$ cat config.mk
export PLATFORM = sky130hd
export DESIGN_NAME = retospect_clockgen
export DESIGN_NICKNAME = d
export VERILOG_FILES = /design/src/rtl/retospect_clockgen_pkg.sv /design/src/rtl/retospect_clockgen_ch.sv /design/src/rtl/retospect_clockgen.sv
export SDC_FILE = /design/constraint.sdc
export NUM_CORES = 1
export LEC_CHECK = 0
export BUFFER_PORTS_ARGS = -buffer_cell sky130_fd_sc_hd__buf_2
export CORE_ASPECT_RATIO = 0.8
export CORE_MARGIN = 2
export CORE_UTILIZATION = 57
export CTS_CLUSTER_DIAMETER = 30
export CTS_CLUSTER_SIZE = 10
export DETAILED_ROUTE_END_ITERATION = 8
export GPL_ROUTABILITY_DRIVEN = 0
export PLACE_DENSITY = 0.73
export SLEW_MARGIN = 10
export SYNTH_ARGS = -nofsm -noshare
export SYNTH_HDL_FRONTEND = slang
export SYNTH_HIERARCHICAL = 1
export SYNTH_SLANG_ARGS = --single-unit
$ cat constraint.sdc
create_clock -name clk -period 1.95 [get_ports clk]
set_clock_uncertainty 0.15 [all_clocks]
set_input_delay 0.0975 -clock clk [delete_from_list [all_inputs] [get_ports clk]]
set_output_delay 0.0975 -clock clk [all_outputs]
set_load 0.005 [all_outputs]
$ cat src/rtl/retospect_clockgen_pkg.sv
// Shared definitions for the decay-clock generator: channel mode encodings and
// the per-channel config word width derived from the counter width.
package retospect_clockgen_pkg;

   localparam logic [1:0] MODE_OFF      = 2'b00;
   localparam logic [1:0] MODE_PERIODIC = 2'b01;
   localparam logic [1:0] MODE_ONESHOT  = 2'b10;

   // Config word is a 2-bit mode on top of a CNT_W-bit period field.
   function automatic int cfgWidth(input int cntW);
      return cntW + 2;
   endfunction

endpackage

$ cat src/rtl/retospect_clockgen_ch.sv
// One decay-clock channel: shadow scan segment, committed config, period counter,
// one-shot done flag and the registered tick pulse.
module retospect_clockgen_ch
   import retospect_clockgen_pkg::*;
#(
   parameter int CNT_W = 8
) (
   input  logic clk,
   input  logic rst_n,
   input  logic shift_en_i,
   input  logic ser_i,
   output logic ser_o,
   input  logic commit_i,
   input  logic clr_i,
   input  logic run_i,
   output logic tick_o
);

   localparam int CFG_W = cfgWidth(CNT_W);

   logic [CFG_W-1:0] shadow_q, shadow_d;
   logic [CFG_W-1:0] active_q, active_d;
   logic [CNT_W-1:0] cnt_q, cnt_d;
   logic             done_q, done_d;
   logic             tick_q, tick_d;

   logic [1:0]       mode;
   logic [CNT_W-1:0] period;
   logic             counting;

   assign mode     = active_q[CFG_W-1:CNT_W];
   assign period   = active_q[CNT_W-1:0];
   assign counting = (mode == MODE_PERIODIC) || ((mode == MODE_ONESHOT) && !done_q);

   // Shifting freezes the active config and counter; a finished one-shot or an
   // OFF/reserved channel parks its counter at zero.
   always_comb begin
      shadow_d = shadow_q;
      active_d = active_q;
      cnt_d    = cnt_q;
      done_d   = done_q;
      tick_d   = 1'b0;
      if (shift_en_i) begin
         shadow_d = {ser_i, shadow_q[CFG_W-1:1]};
      end else if (commit_i) begin
         active_d = shadow_q;
         cnt_d    = '0;
         done_d   = 1'b0;
      end else if (clr_i) begin
         cnt_d  = '0;
         done_d = 1'b0;
      end else if (!counting) begin
         cnt_d = '0;
      end else if (run_i) begin
         if (cnt_q == period) begin
            cnt_d  = '0;
            tick_d = 1'b1;
            if (mode == MODE_ONESHOT) begin
               done_d = 1'b1;
            end
         end else begin
            cnt_d = cnt_q + CNT_W'(1);
         end
      end
   end

   always_ff @(posedge clk or negedge rst_n) begin
      if (!rst_n) begin
         shadow_q <= '0;
         active_q <= '0;
         cnt_q    <= '0;
         done_q   <= 1'b0;
         tick_q   <= 1'b0;
      end else begin
         shadow_q <= shadow_d;
         active_q <= active_d;
         cnt_q    <= cnt_d;
         done_q   <= done_d;
         tick_q   <= tick_d;
      end
   end

   assign ser_o  = shadow_q[0];
   assign tick_o = tick_q;

endmodule

$ cat src/rtl/retospect_clockgen.sv
// Decay-clock generator top: commit detection on the falling config_en edge,
// scan-chain wiring through all channels and clockbus assembly.
module retospect_clockgen
   import retospect_clockgen_pkg::*;
#(
   parameter int N_CH  = 6,
   parameter int CNT_W = 8
) (
   input  logic            clk,
   input  logic            rst_n,
   input  logic            config_en,
   input  logic            bs_in,
   output logic            bs_out,
   input  logic            sync_clr,
   input  logic            run,
   output logic [N_CH+1:0] clockbus
);

   logic            cfg_q, cfg_d;
   logic            commit;
   logic [N_CH:0]   chain;
   logic [N_CH-1:0] tick;

   assign cfg_d  = config_en;
   assign commit = cfg_q & ~config_en;

   always_ff @(posedge clk or negedge rst_n) begin
      if (!rst_n) begin
         cfg_q <= 1'b0;
      end else begin
         cfg_q <= cfg_d;
      end
   end

   // Serial data enters channel 0 and exits from the LSB of the last channel.
   assign chain[0] = bs_in;

   for (genvar k = 0; k < N_CH; k++) begin : g_ch
      retospect_clockgen_ch #(
         .CNT_W(CNT_W)
      ) u_ch (
         .clk       (clk),
         .rst_n     (rst_n),
         .shift_en_i(config_en),
         .ser_i     (chain[k]),
         .ser_o     (chain[k+1]),
         .commit_i  (commit),
         .clr_i     (sync_clr),
         .run_i     (run),
         .tick_o    (tick[k])
      );
   end

   assign bs_out   = chain[N_CH];
   assign clockbus = {tick, run, 1'b0};

endmodule

# After elaboration in Yosys (flattened, before gate mapping)
# Cells that the tools add are included.
[word_totals] regBits=181 input_bits=6 out_inout_bits=9 elab_cells=215
[op_classes] add_sub_neg=6 eq_ne=24 mux=102 bitwise=2 n_reduce_logical=50
[ops] operator="2-to-1 mux 8 bit" count=30
[ops] operator="2-to-1 mux 1 bit" count=72
[ops] operator="nonzero test 3 bit" count=19
[ops] operator="adder 8 x 1 -> 8 bit (second input constant)" count=6
[ops] operator="== test 8 bit" count=6
[ops] operator="AND reduction 5 bit" count=6
[ops] operator="!= test 4 bit (second input constant)" count=6
[ops] operator="AND reduction 2 bit" count=7
[ops] operator="== test 2 x 1 -> 1 bit (second input constant)" count=6
[ops] operator="== test 2 bit (second input constant)" count=6
[ops] operator="logical AND 1 bit" count=6
[ops] operator="zero test 1 bit" count=6
[ops] operator="logical OR 1 bit" count=6
[ops] operator="AND 1 bit" count=1
[ops] operator="NOT 1 bit" count=1

# Longest topological paths before layout
# Gate-level depths: netlist of run 1.
[depth] ltp_word=7 ltp_mapped=6 ltp_nobuf=5

# By module
# The synthesis of run 1 kept the hierarchy.
[by_module_without_submodules] mod="retospect_clockgen_ch (g_ch[0].u_ch ...)" n_inst=5 cells_per_inst=122 area_per_inst_um2=1480.2 seq_area_each_um2=750.7
[by_module_without_submodules] mod="retospect_clockgen_ch (g_ch[5].u_ch)" n_inst=1 cells_per_inst=122 area_per_inst_um2=1462.7 seq_area_each_um2=750.7
[by_module_without_submodules] mod="retospect_clockgen" n_inst=1 cells_per_inst=5 area_per_inst_um2=57.6 seq_area_each_um2=25.0

# Worst setup path after synthesis of run 1
# Ideal clock, no wire load.
[synth_path] path_type="register -> register" startpoint="register cfg_q" endpoint="register g_ch[5].u_ch.active_q[0]" setup_ns=0.125 arrival_time_ns=1.855 required_time_ns=1.675 setup_slack_ns=-0.179 stages_incl_launch_ff=5 path_buffers=1 synth_period_minus_slack_ns=2.129 cell_sequence="dfrtp_1 nor2b_4 nor2b_1 clkbuf_1 mux2_2"
[synth_between] elab_chain_len=2
[synth_rtl] element="from (decl)" line="retospect_clockgen.sv:19" text="logic cfg_q, cfg_d;"
[synth_rtl] element="from (signal assigned)" line="retospect_clockgen.sv:31" text="cfg_q <= cfg_d;"
[synth_rtl] element="AND 1 bit" line="retospect_clockgen.sv:25" text="assign commit = cfg_q & ~config_en;"
[synth_rtl] element="net commit" line="retospect_clockgen.sv:20" text="logic commit;"
[synth_rtl] element="AND reduction 2 bit (no line)"
[synth_rtl] element="to (signal assigned)" line="retospect_clockgen_ch.sv:76" text="active_q <= active_d;"
[synth_rtl] element="to (decl)" line="retospect_clockgen_ch.sv:22" text="logic [CFG_W-1:0] active_q, active_d;"
# The timed path passes the listed nets, and every way through them passes these cells.
# A chain may end at the register's enable or synchronous reset.

# Worst setup path after layout of run 1
[layout_path] startpoint="register g_ch[1].u_ch.active_q[8]" endpoint="register g_ch[1].u_ch.cnt_q[0]"
[layout_between] elab_chain_len=6 elab_cells_between_ends=9 cone_classes="3 x eq/ne; 3 x mux; 3 x reduce/logical"
[layout_rtl] element="from (decl)" line="retospect_clockgen_ch.sv:22"
[layout_rtl] element="from (signal assigned)" line="retospect_clockgen_ch.sv:76"
[layout_rtl] element="== test 2 bit" line="retospect_clockgen_ch.sv:33" text="assign counting = (mode == MODE_PERIODIC) || ((mode == MODE_ONESHOT) && !done_q);"
[layout_rtl] element="logical AND 1 bit" line="retospect_clockgen_ch.sv:33"
[layout_rtl] element="logical OR 1 bit (*)" line="retospect_clockgen_ch.sv:33"
[layout_rtl] element="2-to-1 mux 8 bit" line="retospect_clockgen_ch.sv:52" text="end else if (!counting) begin"
[layout_rtl] element="2-to-1 mux 8 bit" line="retospect_clockgen_ch.sv:49" text="end else if (clr_i) begin"
[layout_rtl] element="2-to-1 mux 8 bit" line="retospect_clockgen_ch.sv:45" text="end else if (commit_i) begin"
[layout_rtl] element="to (signal assigned)" line="retospect_clockgen_ch.sv:77" text="cnt_q <= cnt_d;"
[layout_rtl] element="to (decl)" line="retospect_clockgen_ch.sv:23" text="logic [CNT_W-1:0] cnt_q, cnt_d;"
# Every way passes the cells marked *; elsewhere a longest branch is shown, timed or not.

==> metrics.txt, run 1 <==
routed len/inst 17.37 um; Slowest cell on crit path or3b_4; Remaining DRCs 0; CTS tree done; Setup violations, final 0; Clk network pwr share 0.351; Place WS -0.01601 ns; Vias 6181; Cell Chain, Critical Path or3b_4 > a2111oi_4 > buf_4 > o21ai_2 > o21ai_0; fin nets 809; mean post-synth cell area 12.10 um^2; root buffer cell clkbuf_16; Filler Cell Count 1080; Max-Cap Viols 0; WL met1 just over 8000 um; Die H 115.9 um; worst hold-check path type primary input to flip-flop; Routed Antenna Nets 0; final setup margin 0.03267 ns; Multi-input gate area 4169 um^2; gr usage total 0.2320; WL met2 ~8600 um; post-synthesis cell area around 9000 um^2; post-route insts no fill 1020; uppermost layer routed met4; DIE AREA ~17000 um^2; Post-Syn Nets 749; layout cells sized above 1 0.3222; sw frac 0.2727; initial antenna violation count 0; # diodes 0; Syn Inst Count 737; top-area cell type share of the netlist area 0.5077; RSZ-0062 raised after global routing true; Main synth FF type dfrtp_1; ys async rst share 1.000; Slew @ Worst Pin 0.7715 ns; Post-synth EDFFs 0; critical path class flip-flop to flip-flop; dpl cells ~970; Synth area leader dfrtp_1; vias in the first global route 6119; final hold vios 0; drt pass-1 iters 5; clock sinks 181; Met3 Routed Length 657 um; P_sw 2.732 mW; Initial Util 0.5883; crit path time final 1.917 ns; Max H-tree Level 4; Worst EP required 2.14 ns; Comb pwr share 0.178; Port Buffers 13; Max VDD drop 0.7487 mV; sequential element share of the synthesized area 0.5077; largest cells by area after synthesis dfrtp_1, mux2_2, xnor2_1; clock insertion delay at the later pin of the skew report 0.43 ns; Rel. slew slack 0.4857; Synth Warn # 6; area delta synth->final 15.20%; Iter 0 DRT Violations just under 500; status finished, final reports clean; final wirelength 17720 um; internal power approximately 7.3 mW; crit-path max cell delay 0.44 ns; sequential share of power 0.471; top-count cell post-synth dfrtp_1; Crit Path Max Fanout 6; dpl hpwl 11910 um; number of library cell types mapped by synthesis 34; Final Cycle Share 0.9832; Sequential cell area 4529 um^2; Die Wd 143.9 um; top cells by count, synth dfrtp_1, mux2_2, o21ai_0; Core Area 15160 um^2; total CTS buffers 17; largest net degree at the start of global routing between 60 and 70; clk buf depth 2; clock-pin slew on the worst setup and hold paths roughly 0.07 ns; CP delay by family, top compound AO/OA/AOI/OAI gates; Critical Path AT between 2 and 2.5 ns; Final Power about 10 mW; crit start category flip-flop; WP buf/inv 1; Finished Core Util 0.6777; crit path capture type flip-flop; total congestion overflow 0; leakage dissipation between 4 and 5 nW; Max Slew Vio Count 0; Via-to-Cell Ratio 6.060; io pins 15; floorplan row count 40; f_max 521.6 MHz; power density over the cells 974.8 nW/um^2; Seq cells post-synth approximately 180; first-pass GRT wire length 30620 um
worst reg2reg max path, stage by stage, from the launching register on:
cell and delay (ns):
dfrtp_1 0.40, or3b_4 0.44, a2111oi_4 0.36, buf_4 0.20
o21ai_2 0.08, o21ai_0 0.18
cell families (layout without fill, tap and decap cells):
logic type | after synthesis | in the layout | synth area share
buf+inv | 62 | 135 | 0.02847
mux | 120 | 120 | 0.1515
simple gates | 145 | 145 | 0.09509
fa+ha+maj | 6 | 6 | 0.008415
compound gates | 168 | 168 | 0.1554
xor+xnor | 54 | 54 | 0.05302
flops | 181 | 181 | 0.5077
other cells | 1 | 1 | 0.0004204
area by class of cell:
class                   instances  area share
clock buffers                  21     0.04480
repair buffers                 80     0.06051
clock inverters                11     0.01437
well taps                     210     0.02557
flip-flops and latches        181      0.4407
multi-input cells             494      0.4056
inverters                      23    0.008400
stage by stage:
step / hold slack [ns] / setup TNS [ns] / cell area, um^2
3_3_place_gp: -0.03712 / 0 / 9473
3_5_place_dp: -0.02655 / -0.01601 / 9473
2_1_floorplan: -0.3481 / 0 / 8944
5_1_grt: 0.01531 / -0.2546 / 10280
4_1_cts: 0.001850 / 0 / 10120
6_report: 0.01801 / 0 / 10280
cells in the final DEF, fill, tap and decap left out, drive strengths merged, types with 7 or more instances in the layout:
cell type / instances
nand3: 31
or2b: 12
o2111ai: 29
o21ai: 68
a2111oi: 12
nand4: 18
inv: 25
nor3: 18
mux2: 120
o211ai: 46
dfrtp: 181
clkbuf: 21
xnor2: 48
nor2b: 7
nor2: 17
and3: 12
buf: 77
power by group through the flow:
stage | clock, mW | sequential, mW | combinational [mW]
2_1_floorplan | 0 | 4.62 | 1.27
3_3_place_gp | 0 | 4.73 | 1.63
3_5_place_dp | 0 | 4.78 | 1.70
4_1_cts | 3.58 | 4.72 | 1.73
5_1_grt | 3.77 | 4.80 | 1.96
6_report | 3.52 | 4.71 | 1.79
sequential cells by signal (all words and copies together), names as in the netlist:
signal              flops
g_ch.u_ch/active_q     60
cfg_q                   1
g_ch.u_ch/shadow_q     60
g_ch.u_ch/done_q        6
g_ch.u_ch/tick_o        6
g_ch.u_ch/cnt_q        48
timing repair:
| item | 4_1_cts | 5_1_grt |
|---|---|---|
| setup endpoints to repair | 1 | 49 |
| hold endpoints to repair | 133 | 0 |
| buffers inserted | 1 | 17 |
| hold buffers | 3 | 0 |
| cloned | 0 | 0 |
| pin swaps | 1 | 22 |
| gates resized for setup | 0 | 6 |
worst paths after layout:
path,start,end,slack (ns),cells after the start
min in group asynchronous,rst_n,g_ch[0].u_ch/cnt_q[5],0.08,2
min reg2reg,g_ch[1].u_ch/done_q,g_ch[1].u_ch/done_q,0.35,1
max in group asynchronous,rst_n,g_ch[4].u_ch/cnt_q[0],0.85,3
min,config_en,g_ch[3].u_ch/shadow_q[7],0.02,2
max,g_ch[1].u_ch/active_q[8],g_ch[1].u_ch/cnt_q[0],0.03,5
max reg2reg,g_ch[1].u_ch/active_q[8],g_ch[1].u_ch/cnt_q[0],0.03,5
routing by layer:
| metal | up-vias | global-route usage |
|---|---|---|
| li1 | 2877 | - |
| met1 | 3137 | 0.3291 |
| met3 | 27 | 0.05785 |
| met2 | 140 | 0.3590 |
| met4 | 0 | 0.06536 |
| met5 | - | 0 |
No activity file was read; power rests on OpenSTA's default activity.
==> inputs of run 2 (changes only) <==
--- a/config.mk
+++ b/config.mk
@@ -8,12 +8,12 @@
 export BUFFER_PORTS_ARGS = -buffer_cell sky130_fd_sc_hd__buf_2
 export CORE_ASPECT_RATIO = 0.8
 export CORE_MARGIN = 2
-export CORE_UTILIZATION = 57
+export CORE_UTILIZATION = 61
 export CTS_CLUSTER_DIAMETER = 30
 export CTS_CLUSTER_SIZE = 10
 export DETAILED_ROUTE_END_ITERATION = 8
 export GPL_ROUTABILITY_DRIVEN = 0
-export PLACE_DENSITY = 0.73
+export PLACE_DENSITY = 0.75
 export SLEW_MARGIN = 10
 export SYNTH_ARGS = -nofsm -noshare
 export SYNTH_HDL_FRONTEND = slang
==> constraint.sdc (replaced) <==
create_clock -name clk -period 2.2 [get_ports clk]
set_clock_uncertainty 0.15 [all_clocks]
set_input_delay 0.11 -clock clk [delete_from_list [all_inputs] [get_ports clk]]
set_output_delay 0.11 -clock clk [all_outputs]
set_load 0.005 [all_outputs]
==> run 2 against run 1 <==
Flip-flop and latch count did not move; die area down 6.4%; largest power group unchanged; count of clock-buffer cells in the layout fell by 2; core utilization up 1.7 points; global-route usage grew 0.60 points; register-to-register slack better by 0.14 ns; sequential share of layout area up 1.5 points; critical path type is now primary input to flip-flop; clock power fell by 7.7%; worst hold slack improved by 0.0041 ns; sequential power shrank 11%; combinational power is 19% lower.
==> metrics.txt, run 2 (synthesized netlist as in run 1, its figures left out) <==
largest net degree at the start of global routing 67; f_max 472.2 MHz; commonest non-fill, non-tap cell in the layout dfrtp_1; DIE AREA 15610 um^2; setup tns final 0 ns; clock-pin slew on the worst setup and hold paths 0.07 ns; Core Area 14300 um^2; RSZ-0062 raised after global routing false; Remaining DRCs 0; floorplan row count 39; area delta synth->final 11.29%; leakage dissipation 4.174 nW; drt pass-1 iters 5; power density over the cells 894.4 nW/um^2; Critical Path AT 2.28 ns; Cell Chain, Critical Path dlygate4sd3_1 > buf_4 > nor2b_4 > nor2b_1 > mux2_2; crit-path max cell delay 0.72 ns; gr usage total 0.2380; io pins 15; first-pass GRT wire length 30370 um; clock sinks between 150 and 200; most frequent cells in the layout dfrtp_1, mux2_2, o21ai_0; Setup violations, final 0; dpl cell area 9268 um^2; Routed Antenna Nets 0; CTS tree done; crit path time final ~2.1 ns; crit path capture type flip-flop; fin nets between 700 and 800; total CTS buffers 17; Die H 112.2 um; total congestion overflow 0; # diodes 0; Initial Util 0.6240; Max Slew Vio Count 0; dpl hpwl 11480 um; Die Wd ~140 um; Via-to-Cell Ratio 6.327; final wirelength 17520 um; Max-Cap Viols 0; Worst EP required between 2 and 2.5 ns; initial antenna violation count 0; vias in the first global route about 6200; Largest regs g_ch.u_ch/active_q: 60 flops, g_ch.u_ch/shadow_q: 60 flops, g_ch.u_ch/cnt_q: 48 flops; routed len/inst 18.39 um; Vias 6030; Slowest cell on crit path nor2b_1; critical path class primary input to flip-flop; root buffer cell clkbuf_16; Final Cycle Share 0.9626; Slew @ Worst Pin around 0.84 ns; Max VDD drop 0.8779 mV; worst hold-check path type primary input to async pin; clock insertion delay at the later pin of the skew report between 0.4 and 0.5 ns; clk buf depth 2; Crit Path Max Fanout 14; Design Area, Final about 9900 um^2; Max H-tree Level 4; Port Buffers 13; status finished, final reports clean; layout cells sized above 1 0.2835; post-CTS setup buffer count 0; final hold vios 0; crit start category primary input; Iter 0 DRT Violations 520; Rel. slew slack 0.4414
==> run 2: cell types whose count changed in the layout (fill, tap and decap cells not counted), sizes merged <==
cell / change
buf: -41
clkinv: +4
clkinvlp: -4
clkbuf: -2
bufinv: +1
inv: +1
==> run 2: metal layers <==
layer,global-route usage,part of all wire
met1,0.3394,0.48
met2,0.3665,0.46
met3,0.05077,0.042
met4,0.08418,0.014
met5,0,0
==> run 2: stage by stage <==
| stage | worst slack, ns | util | total power [mW] | hold slack [ns] | cells |
|---|---|---|---|---|---|
| finish | 0.08221 | 0.6944 | 8.880 | 0.02212 | 953 |
| global route | 0.02500 | 0.6944 | 9.256 | 0.06350 | 953 |
| CTS | 0.05664 | 0.6942 | 8.911 | 0.03607 | 953 |
| detailed placement | 0.1312 | 0.6482 | 5.669 | -0.08508 | 918 |
| global placement | 0.2194 | 0.6482 | 5.573 | -0.09275 | 918 |
| floorplan | 0.07062 | - | 5.211 | -0.3356 | 737 |
==> run 2: worst max-delay path, delay by kind of cell <==
family        cells  cell delay [ns]
buf+inv           2             0.74
mux               1             0.42
simple gates      2             1.00
==> run 2: cell type report <==
class                           count  area, um^2
Clock buffer                       19       432.9
Tap cell                          184       230.2
Timing Repair Buffer               39       314.1
Clock inverter                     13       195.2
Fill cell                         985        4369
Sequential cell                   181        4529
Inverter                           23       86.33
Multi-Input combinational cell    494        4140
==> run 2: worst paths after layout <==
check	from	end	slack [ns]	cells after the start
worst max register to register	g_ch[5].u_ch/active_q[8]	g_ch[5].u_ch/cnt_q[2]	0.17	4
max in group asynchronous	rst_n	g_ch[0].u_ch/shadow_q[4]	1.16	3
worst min-delay path	rst_n	g_ch[3].u_ch/cnt_q[5]	0.02	2
worst min register to register	g_ch[1].u_ch/done_q	g_ch[1].u_ch/done_q	0.35	1
min in group clk	sync_clr	g_ch[0].u_ch/done_q	0.25	3
worst max-delay path	config_en	g_ch[3].u_ch/active_q[7]	0.08	5
==> run 2: where the power goes <==
group          total (mW)  internal [mW]  switching (mW)
Combinational        1.45          0.715           0.732
Sequential           4.19           3.80           0.386
Clock                3.25           1.92            1.33
Total                8.88           6.44            2.44
==> run 2: repair_timing <==
item,in CTS,in global routing
hold endpoints to repair,190,0
gates resized for setup,0,1
hold buffers,3,0
setup endpoints to repair,0,9
==> inputs of run 3 (changes only) <==
--- a/config.mk
+++ b/config.mk
@@ -7,7 +7,7 @@
 export LEC_CHECK = 0
 export BUFFER_PORTS_ARGS = -buffer_cell sky130_fd_sc_hd__buf_2
 export CORE_ASPECT_RATIO = 0.8
-export CORE_MARGIN = 2
+export CORE_MARGIN = 4
 export CORE_UTILIZATION = 61
 export CTS_CLUSTER_DIAMETER = 30
 export CTS_CLUSTER_SIZE = 10
==> run 3 against run 2 <==
Global-route usage fell by 1.6 points; wire length fell by 3.4%; combinational power rose by 3%; largest cell class unchanged; highest routed layer unchanged; critical path depth rose by 3; final cell count rose by 0.42%; critical path type unchanged; non-clock buffer count rose by 4; core utilization fell by 0.46 points.
==> metrics.txt, run 3 (synthesized netlist as in run 1, its figures left out) <==
Multi-input gate area about 4100 um^2; Max H-tree Level 4; drt pass-1 iters 6; Routed Antenna Nets 0; Worst EP required 2.39 ns; dpl cell area 9278 um^2; most frequent cells in the layout dfrtp_1, mux2_2, o21ai_0; RSZ-0062 raised after global routing false; total CTS buffers 17; Die Wd 143.2 um; Port Buffers 13; DIE AREA roughly 17000 um^2; Remaining DRCs 0; Critical Path End g_ch[3].u_ch/cnt_q[4]; f_max 474.7 MHz; Vias 5992; crit path capture type flip-flop; status finished, final reports clean; routed len/inst 17.68 um; power density over the cells 862.0 nW/um^2; clk buf depth 2; clock insertion delay at the later pin of the skew report 0.43 ns; final hold vios 0; initial antenna violation count 0; Worst R2R Start cfg_q; Initial Util 0.6240; Core Area between 10000 and 15000 um^2; Rel. slew slack 0.4563; setup tns final 0 ns; io pins 15; Max Slew Vio Count 0; Filler Cell Count 1016; Via-to-Cell Ratio 6.261; dpl hpwl 11500 um; clock-pin slew on the worst setup and hold paths around 0.07 ns; area delta synth->final 10.56%; Worst Reg-to-Reg Cells 6; Die H 116.2 um; vias in the first global route 5976; layout cells sized above 1 0.2885; Critical Path AT 2.29 ns; root buffer cell clkbuf_16; Iter 0 DRT Violations 561; final wirelength 16920 um; RR Endpoint g_ch[3].u_ch/cnt_q[4]; leakage dissipation 4.147 nW; gr usage total 0.2221; Worst Setup SP config_en; Setup violations, final 0; Slew @ Worst Pin a little over 0.8 ns; Max VDD drop 0.7030 mV; first-pass GRT wire length 29790 um; fin nets 772; total congestion overflow 0; clock sinks 181; CTS tree done; Sequential cell area between 4000 and 5000 um^2; reg2reg setup slack 0.19 ns; commonest non-fill, non-tap cell in the layout dfrtp_1; Max-Cap Viols 0; critical path class primary input to flip-flop; worst hold-check path type primary input to async pin; crit start category primary input; Crit Path Max Fanout 25; # diodes 0; Largest regs g_ch.u_ch/active_q: 60 flops, g_ch.u_ch/shadow_q: 60 flops, g_ch.u_ch/cnt_q: 48 flops; largest net degree at the start of global routing 65; floorplan row count 39; crit path time final roughly 2.1 ns; Final Cycle Share 0.9576; Design Area, Final 9863 um^2
## run 3: cell count changes in the layout (fill, tap and decap cells not counted), moves of 2 or more
cell	delta
clkinv_4	-2
clkinvlp_4	+3
inv_6	+3
buf_4	+5
clkbuf_1	-2
bufinv_16	-4
## run 3: final cells by class
class	instances	share of cell area
Sequential cell	181	0.4592
Multi-Input combinational cell	494	0.4195
Clock buffer	17	0.04313
Timing Repair Buffer	43	0.03362
Tap cell	184	0.02334
Clock inverter	15	0.01243
Inverter	23	0.008753
## run 3: worst min-delay path by stage
stage / end / slack [ns] / cells past startpoint / start
2_1_floorplan: cfg_q / -0.34 / 0 / rst_n
3_3_place_gp: g_ch[3].u_ch/cnt_q[5] / -0.09 / 1 / rst_n
3_5_place_dp: g_ch[3].u_ch/cnt_q[7] / -0.09 / 1 / rst_n
4_1_cts: g_ch[3].u_ch/cnt_q[7] / 0.02 / 2 / rst_n
5_1_grt: g_ch[3].u_ch/cnt_q[6] / 0.04 / 2 / rst_n
6_report: g_ch[3].u_ch/cnt_q[7] / 0.01 / 2 / rst_n
## run 3: power by group
part           switching (mW)  internal (mW)  total [mW]
combinational           0.755          0.743        1.50
sequential              0.383           3.80        4.18
clock                    1.35           1.47        2.82
total                    2.49           6.02        8.50
## run 3: per-layer routing
layer / routed length, um / up-vias / GRT usage
met2: 7899 / 169 / 0.3429
li1: - / 2794 / -
met1: 7971 / 2999 / 0.3164
met4: 280 / 0 / 0.08043
met3: 769 / 30 / 0.04503
met5: 0 / - / 0
## run 3: stage by stage
step	instances	setup slack [ns]	total power [mW]	hold WS, ns	util
5_1_grt	957	0.01158	8.930	0.03924	0.6899
4_1_cts	956	0.1675	8.553	0.01961	0.6893
6_report	957	0.09335	8.502	0.01399	0.6899
3_3_place_gp	921	0.3033	5.588	-0.09327	0.6489
2_1_floorplan	737	0.07062	5.211	-0.3356	-
3_5_place_dp	921	0.2489	5.693	-0.09026	0.6489
## run 3: critical path, cell delays in order
cell and delay, ns:
dlygate4sd3_1 0.53, buf_4 0.29, nor2b_4 0.09, buf_4 0.20
nor2_1 0.14, a21boi_0 0.54, o2111ai_1 0.22, o211ai_1 0.15
## run 3: timing repair
action                                  in CTS  in global routing
endpoints found under the setup margin       0                  2
setup buffers                                0                  1
hold buffers                                 3                  0
gates resized for setup                      0                  1
endpoints found under the hold margin      183                  0
